--- config.mk ---
export PLATFORM = sky130hd
export DESIGN_NAME = cpu_boot_loader
export DESIGN_NICKNAME = d
export VERILOG_FILES = /design/src/rtl/cpu_boot_loader.sv
export SDC_FILE = /design/constraint.sdc
export NUM_CORES = 1
export LEC_CHECK = 0
export CELL_PAD_IN_SITES_DETAIL_PLACEMENT = 1
export CELL_PAD_IN_SITES_GLOBAL_PLACEMENT = 2
export CORE_UTILIZATION = 41
export DETAILED_ROUTE_END_ITERATION = 8
export DONT_BUFFER_PORTS = 1
export PLACE_DENSITY = 0.9
export REMOVE_ABC_BUFFERS = 1
export SKIP_LAST_GASP = 1
export SLEW_MARGIN = 20
export SYNTH_ARGS = -nofsm -noshare
export SYNTH_HDL_FRONTEND = slang
export SYNTH_SLANG_ARGS = --single-unit
--- constraint.sdc ---
create_clock -name clk -period 5.6 [get_ports clk]
set_input_delay 0.84 -clock clk [delete_from_list [all_inputs] [get_ports clk]]
set_output_delay 0.84 -clock clk [all_outputs]
set_load 0.05 [all_outputs]
--- src/rtl/cpu_boot_loader.sv ---
// cpu_boot_loader: byte-stream frame decoder that loads the cpu imem/dmem and then releases the cpu.
// Ports:
//   clk, arst_n                  clock and asynchronous active-low reset
//   s_valid, s_data, s_ready     byte stream handshake (transfer on s_valid & s_ready)
//   addr_ext, wen_ext, ren_ext, wdata_ext           imem write port (32-bit words)
//   addr_ext_2, wen_ext_2, ren_ext_2, wdata_ext_2   dmem write port (64-bit words)
//   enable                       cpu run enable, sticky once 'G' is accepted
//   busy                         frame in progress (not IDLE, not RUN)
//   err                          sticky error: bad header, oversize count or watchdog abort
module cpu_boot_loader #(
    parameter int IMEM_DEPTH = 128,
    parameter int DMEM_DEPTH = 128,
    parameter int TIMEOUT    = 1024
) (
    input  logic        clk,
    input  logic        arst_n,
    input  logic        s_valid,
    input  logic [7:0]  s_data,
    output logic        s_ready,
    output logic [63:0] addr_ext,
    output logic        wen_ext,
    output logic        ren_ext,
    output logic [31:0] wdata_ext,
    output logic [63:0] addr_ext_2,
    output logic        wen_ext_2,
    output logic        ren_ext_2,
    output logic [63:0] wdata_ext_2,
    output logic        enable,
    output logic        busy,
    output logic        err
);
    typedef enum logic [2:0] {S_IDLE, S_CNT_LO, S_CNT_HI, S_DATA, S_WRITE, S_RUN} state_t;

    localparam logic [31:0] LP_IMEM    = 32'(IMEM_DEPTH);
    localparam logic [31:0] LP_DMEM    = 32'(DMEM_DEPTH);
    localparam logic [31:0] LP_TO_LAST = 32'(TIMEOUT - 1);

    state_t      r_state, w_state_nxt;
    logic        r_tgt;
    logic [15:0] r_cnt, r_word_idx;
    logic [2:0]  r_byte_idx;
    logic [63:0] r_word;
    logic        r_err;
    logic [31:0] r_wdog;
    logic        w_fire, w_framing, w_last, w_timeout, w_err_set, w_wen;
    logic [31:0] w_cnt_new, w_depth;

    assign s_ready   = r_state inside {S_IDLE, S_CNT_LO, S_CNT_HI, S_DATA};
    assign w_fire    = s_valid & s_ready;
    assign w_framing = r_state inside {S_CNT_LO, S_CNT_HI, S_DATA};
    assign w_last    = r_byte_idx == (r_tgt ? 3'd7 : 3'd3);
    // Full count as it will be once the high byte now on the bus is taken.
    assign w_cnt_new = {16'd0, s_data, r_cnt[7:0]};
    assign w_depth   = r_tgt ? LP_DMEM : LP_IMEM;
    // Abort on the stalled cycle that would bring the idle count up to TIMEOUT.
    assign w_timeout = (TIMEOUT != 0) && w_framing && !w_fire && (r_wdog == LP_TO_LAST);

    assign w_wen       = r_state == S_WRITE;
    assign wen_ext     = w_wen & ~r_tgt;
    assign wen_ext_2   = w_wen & r_tgt;
    assign ren_ext     = 1'b0;
    assign ren_ext_2   = 1'b0;
    assign addr_ext    = wen_ext ? {46'd0, r_word_idx, 2'd0} : '0;
    assign wdata_ext   = wen_ext ? r_word[31:0] : '0;
    assign addr_ext_2  = wen_ext_2 ? {45'd0, r_word_idx, 3'd0} : '0;
    assign wdata_ext_2 = wen_ext_2 ? r_word : '0;
    assign enable      = r_state == S_RUN;
    assign busy        = !(r_state inside {S_IDLE, S_RUN});
    assign err         = r_err;

    always_ff @(posedge clk or negedge arst_n) begin
        if (!arst_n) r_state <= S_IDLE;
        else         r_state <= w_state_nxt;
    end

    always_comb begin
        w_state_nxt = r_state;
        w_err_set   = 1'b0;
        case (r_state)
            S_IDLE: if (w_fire) begin
                if (s_data == 8'h49 || s_data == 8'h44) w_state_nxt = S_CNT_LO;
                else if (s_data == 8'h47)               w_state_nxt = S_RUN;
                else                                    w_err_set   = 1'b1;
            end
            S_CNT_LO: if (w_fire) w_state_nxt = S_CNT_HI;
            S_CNT_HI: if (w_fire) begin
                w_state_nxt = (w_cnt_new == 32'd0 || w_cnt_new > w_depth) ? S_IDLE : S_DATA;
                w_err_set   = w_cnt_new > w_depth;
            end
            S_DATA:  if (w_fire && w_last) w_state_nxt = S_WRITE;
            S_WRITE: w_state_nxt = (r_word_idx + 16'd1 != r_cnt) ? S_DATA : S_IDLE;
            S_RUN:   w_state_nxt = S_RUN;
            default: w_state_nxt = S_IDLE;
        endcase
        if (w_timeout) begin
            w_state_nxt = S_IDLE;
            w_err_set   = 1'b1;
        end
    end

    always_ff @(posedge clk or negedge arst_n) begin
        if (!arst_n) begin
            r_tgt      <= 1'b0;
            r_cnt      <= '0;
            r_word_idx <= '0;
            r_byte_idx <= '0;
            r_word     <= '0;
            r_err      <= 1'b0;
            r_wdog     <= '0;
        end else begin
            if (w_err_set) r_err <= 1'b1;
            r_wdog <= (w_framing && !w_fire && !w_timeout) ? r_wdog + 32'd1 : 32'd0;
            if (r_state == S_IDLE && w_fire) r_tgt <= s_data == 8'h44;
            if (r_state == S_CNT_LO && w_fire) r_cnt[7:0] <= s_data;
            if (r_state == S_CNT_HI && w_fire) begin
                r_cnt[15:8] <= s_data;
                r_word_idx  <= '0;
                r_byte_idx  <= '0;
            end
            if (r_state == S_DATA && w_fire) begin
                r_word[{r_byte_idx, 3'd0} +: 8] <= s_data;
                r_byte_idx <= w_last ? 3'd0 : r_byte_idx + 3'd1;
            end
            if (r_state == S_WRITE) r_word_idx <= r_word_idx + 16'd1;
        end
    end
endmodule

==> metrics.txt <==
relative slew slack=31.8%; Worst setup EP type=output port; I/O pin cnt=243; #FFs+latches synth=136; DR DRC count=0; DRT Pass-1 Iters=4; Slew @ Worst Pin=1020 ps; DRT Wirelength=20300 um; global-route wire length before repair=31900 um; r2r endpoint=r_word[24]; CP Launch Point=r_state[0]; Inserted Clock Buffers=17; clk sinks=136; Worst-Skew Late Latency=420 ps; Die W=144 um; number of port buffers=0; status=complete, no violations; wire per inst=18.1 um; Synth async-reset ratio=100%; Synth Instances=875; share of cells above drive strength 1=13.9%; Vias/cell=5.24; largest net degree at the start of global routing=137; WP data arrival=3110 ps; placed inst area=8060 sq um; Post-Route Skew=10.1 ps; PwrDens=425 nW/um^2; XOR/XNOR share of the synthesized area=4.24%; setup TNS=0 ps; Worst R2R Start=r_byte_idx[0]; routing usage on met2=35.0%; largest family of logic cells by synthesized area=simple AND/OR/NAND/NOR gates; R2R cell count=6; Final Hold Fails=0; Root Driver=clkbuf_16; sequential share of the synthesized area=41.1%; Required @ worst endpoint=4760 ps; H-tree level count=4; RD Place Congestion=0.815; Slew Viols, Final=0; max cap viols=0; total grt overflow=0; worst hold-check path type=primary input to async pin; Worst Setup Path Type=register to output port; CP Launch Type=register; num rows=51; part of the cycle the worst path needs=70.6%; Post-Synth Simple-Gate Area=24.6%; CTS max path bufs=2; critical path peak fanout=35; CTS tree=yes; Primary FF master, synth=dfrtp_1; compound-cell area share of the yosys netlist=7.43%; DR vias=5889; fill count=2273; post-synthesis mux area share=9.51%; syn_area_per_cell=9.45 sq um; Adder-Cell Fraction of Synth Area=0.756%; area grow syn2layout=5.25%; post-DP HPWL=13600 um; initial antenna violation count=0; pre-CTS setup slack=1740 ps; hold buffers post-CTS=0; Routed Antenna Nets=0; Worst-path clk slew=60 ps; maximum vdd drop=230 uV; RSZ-0062 raised after global routing=false; Starting Density=42.2%; Final WS setup=1650 ps; EDFF count, synth=0; Leak Pwr=3.90 nW; n_diodes=0; count of cell types in the netlist=58; final setup fails=0; Die H=144 um; R2R setup slack=2560 ps; FMAX=253 MHz; Yosys warning count=0; die area=20700 sq um; vias in the first global route=5822; Tot GR Track Use=20.2%; core box area=19600 sq um; cts repair resizes=0; met1 track demand over resource=25.0%; met3 usage=4.93%; Post-Layout Inst Area=8710 sq um; Cell Area, Synth=8270 sq um; Post-CTS Repair Setup Buffers=0; DRT iter0 DRCs=232; Post-Route Utilization=44.4%; GR peak layer=met2; Nets=861; min Tclk post-route=3950 ps
synthesized netlist by cell type, types with 2 or more instances:
cell type / instances / area share, %
dfrtp_1: 136 / 41
buf_4: 100 / 9.1
a21o_1: 2 / 0.18
clkbuf_1: 44 / 2.0
nor4_1: 8 / 0.61
xor2_1: 23 / 2.4
and3b_1: 3 / 0.32
nand2b_1: 3 / 0.23
nor2_1: 51 / 2.3
and2_1: 133 / 10
and4_1: 10 / 1.1
ha_1: 5 / 0.76
o21a_1: 2 / 0.18
a41oi_1: 3 / 0.32
a21oi_1: 13 / 0.79
o31ai_1: 6 / 0.54
o22ai_1: 3 / 0.23
and3_1: 11 / 0.83
a31oi_1: 4 / 0.30
or4_1: 2 / 0.18
buf_2: 7 / 0.42
nor4b_1: 3 / 0.32
nor2b_1: 6 / 0.45
or3_1: 10 / 0.76
inv_1: 16 / 0.73
mux2_2: 69 / 9.4
o21ai_0: 51 / 3.1
nand4_2: 2 / 0.30
o41ai_1: 2 / 0.21
nand2_1: 41 / 1.9
o211ai_1: 2 / 0.18
nor3_1: 12 / 0.73
nand3_1: 31 / 1.9
xnor2_1: 17 / 1.8
nor3b_1: 3 / 0.27
nand4_1: 19 / 1.4
power by group:
group	internal [W]	leakage [nW]	switching [W]
sequential	0.00123	1.81	0.000245
combinational	0.000370	1.80	0.000673
clock	0.000728	0.292	0.000456
worst max-delay path: stages, from the launching register on:
cell,delay (ps)
dfrtp_1,510
nor2_1,310
nand2_1,560
nor2_4,550
buf_12,250
and2_1,480
placed cells by master, fill, tap and decap left out, types with 19 or more instances in the layout:
master	netlist	routed
dfrtp_1	136	136
and2_1	133	133
conb_1	1	98
mux2_2	69	69
o21ai_0	51	51
nor2_1	51	50
nand2_1	41	41
nand3_1	31	31
xor2_1	23	23
nand4_1	19	19
worst max-delay path by stage:
stage                                  to  slack (ps)  cells after the start
after floorplan              addr_ext[10]        1480                      4
after global placement      wdata_ext[18]        1910                      4
after detailed placement    wdata_ext[29]        1740                      4
after CTS                   wdata_ext[29]        1270                      4
after global routing      wdata_ext_2[63]        1410                      4
final                       wdata_ext[29]        1650                      5
logic make-up (layout without fill, tap and decap cells):
kind of cell	count (synthesis)	after routing
AND/OR/NAND/NOR	355	355
AO/OA/AOI/OAI	99	99
other	1	98
adder cells (fa/ha/maj)	5	5
flip-flops	136	136
multiplexers	70	70
buffers and inverters	169	55
XOR/XNOR	40	40
per-layer routing:
metal  wire length (um)  vias up
li1                   -     2730
met1               9030     2982
met5                  0        -
met2              10100      156
met4                219        0
met3               1010       21
layout make-up:
| type | count | area [sq um] | share of cell area [%] |
|---|---|---|---|
| clock buffers | 19 | 453 | 5.20 |
| clock inverters | 13 | 169 | 1.94 |
| inverters | 17 | 63.8 | 0.733 |
| multi-input cells | 667 | 4230 | 48.6 |
| flip-flops and latches | 136 | 3400 | 39.1 |
| well taps | 265 | 332 | 3.81 |
| repair buffers | 6 | 57.6 | 0.661 |
through the flow:
stage / power [W] / hold WS (ps) / instances
after floorplan: 0.00224 / 424 / 820
after global placement: 0.00246 / 446 / 1090
after detailed placement: 0.00252 / 468 / 1090
after CTS: 0.00372 / 92.5 / 1122
after global routing: 0.00390 / 92.4 / 1123
final: 0.00370 / 113 / 1123
registers in the layout, summed over array words and instances (netlist names):
signal	count
r_tgt	1
err	1
r_byte_idx	3
r_word	64
r_wdog	32
r_state	3
r_cnt	16
r_word_idx	16
No activity file was read; power rests on OpenSTA's default activity.
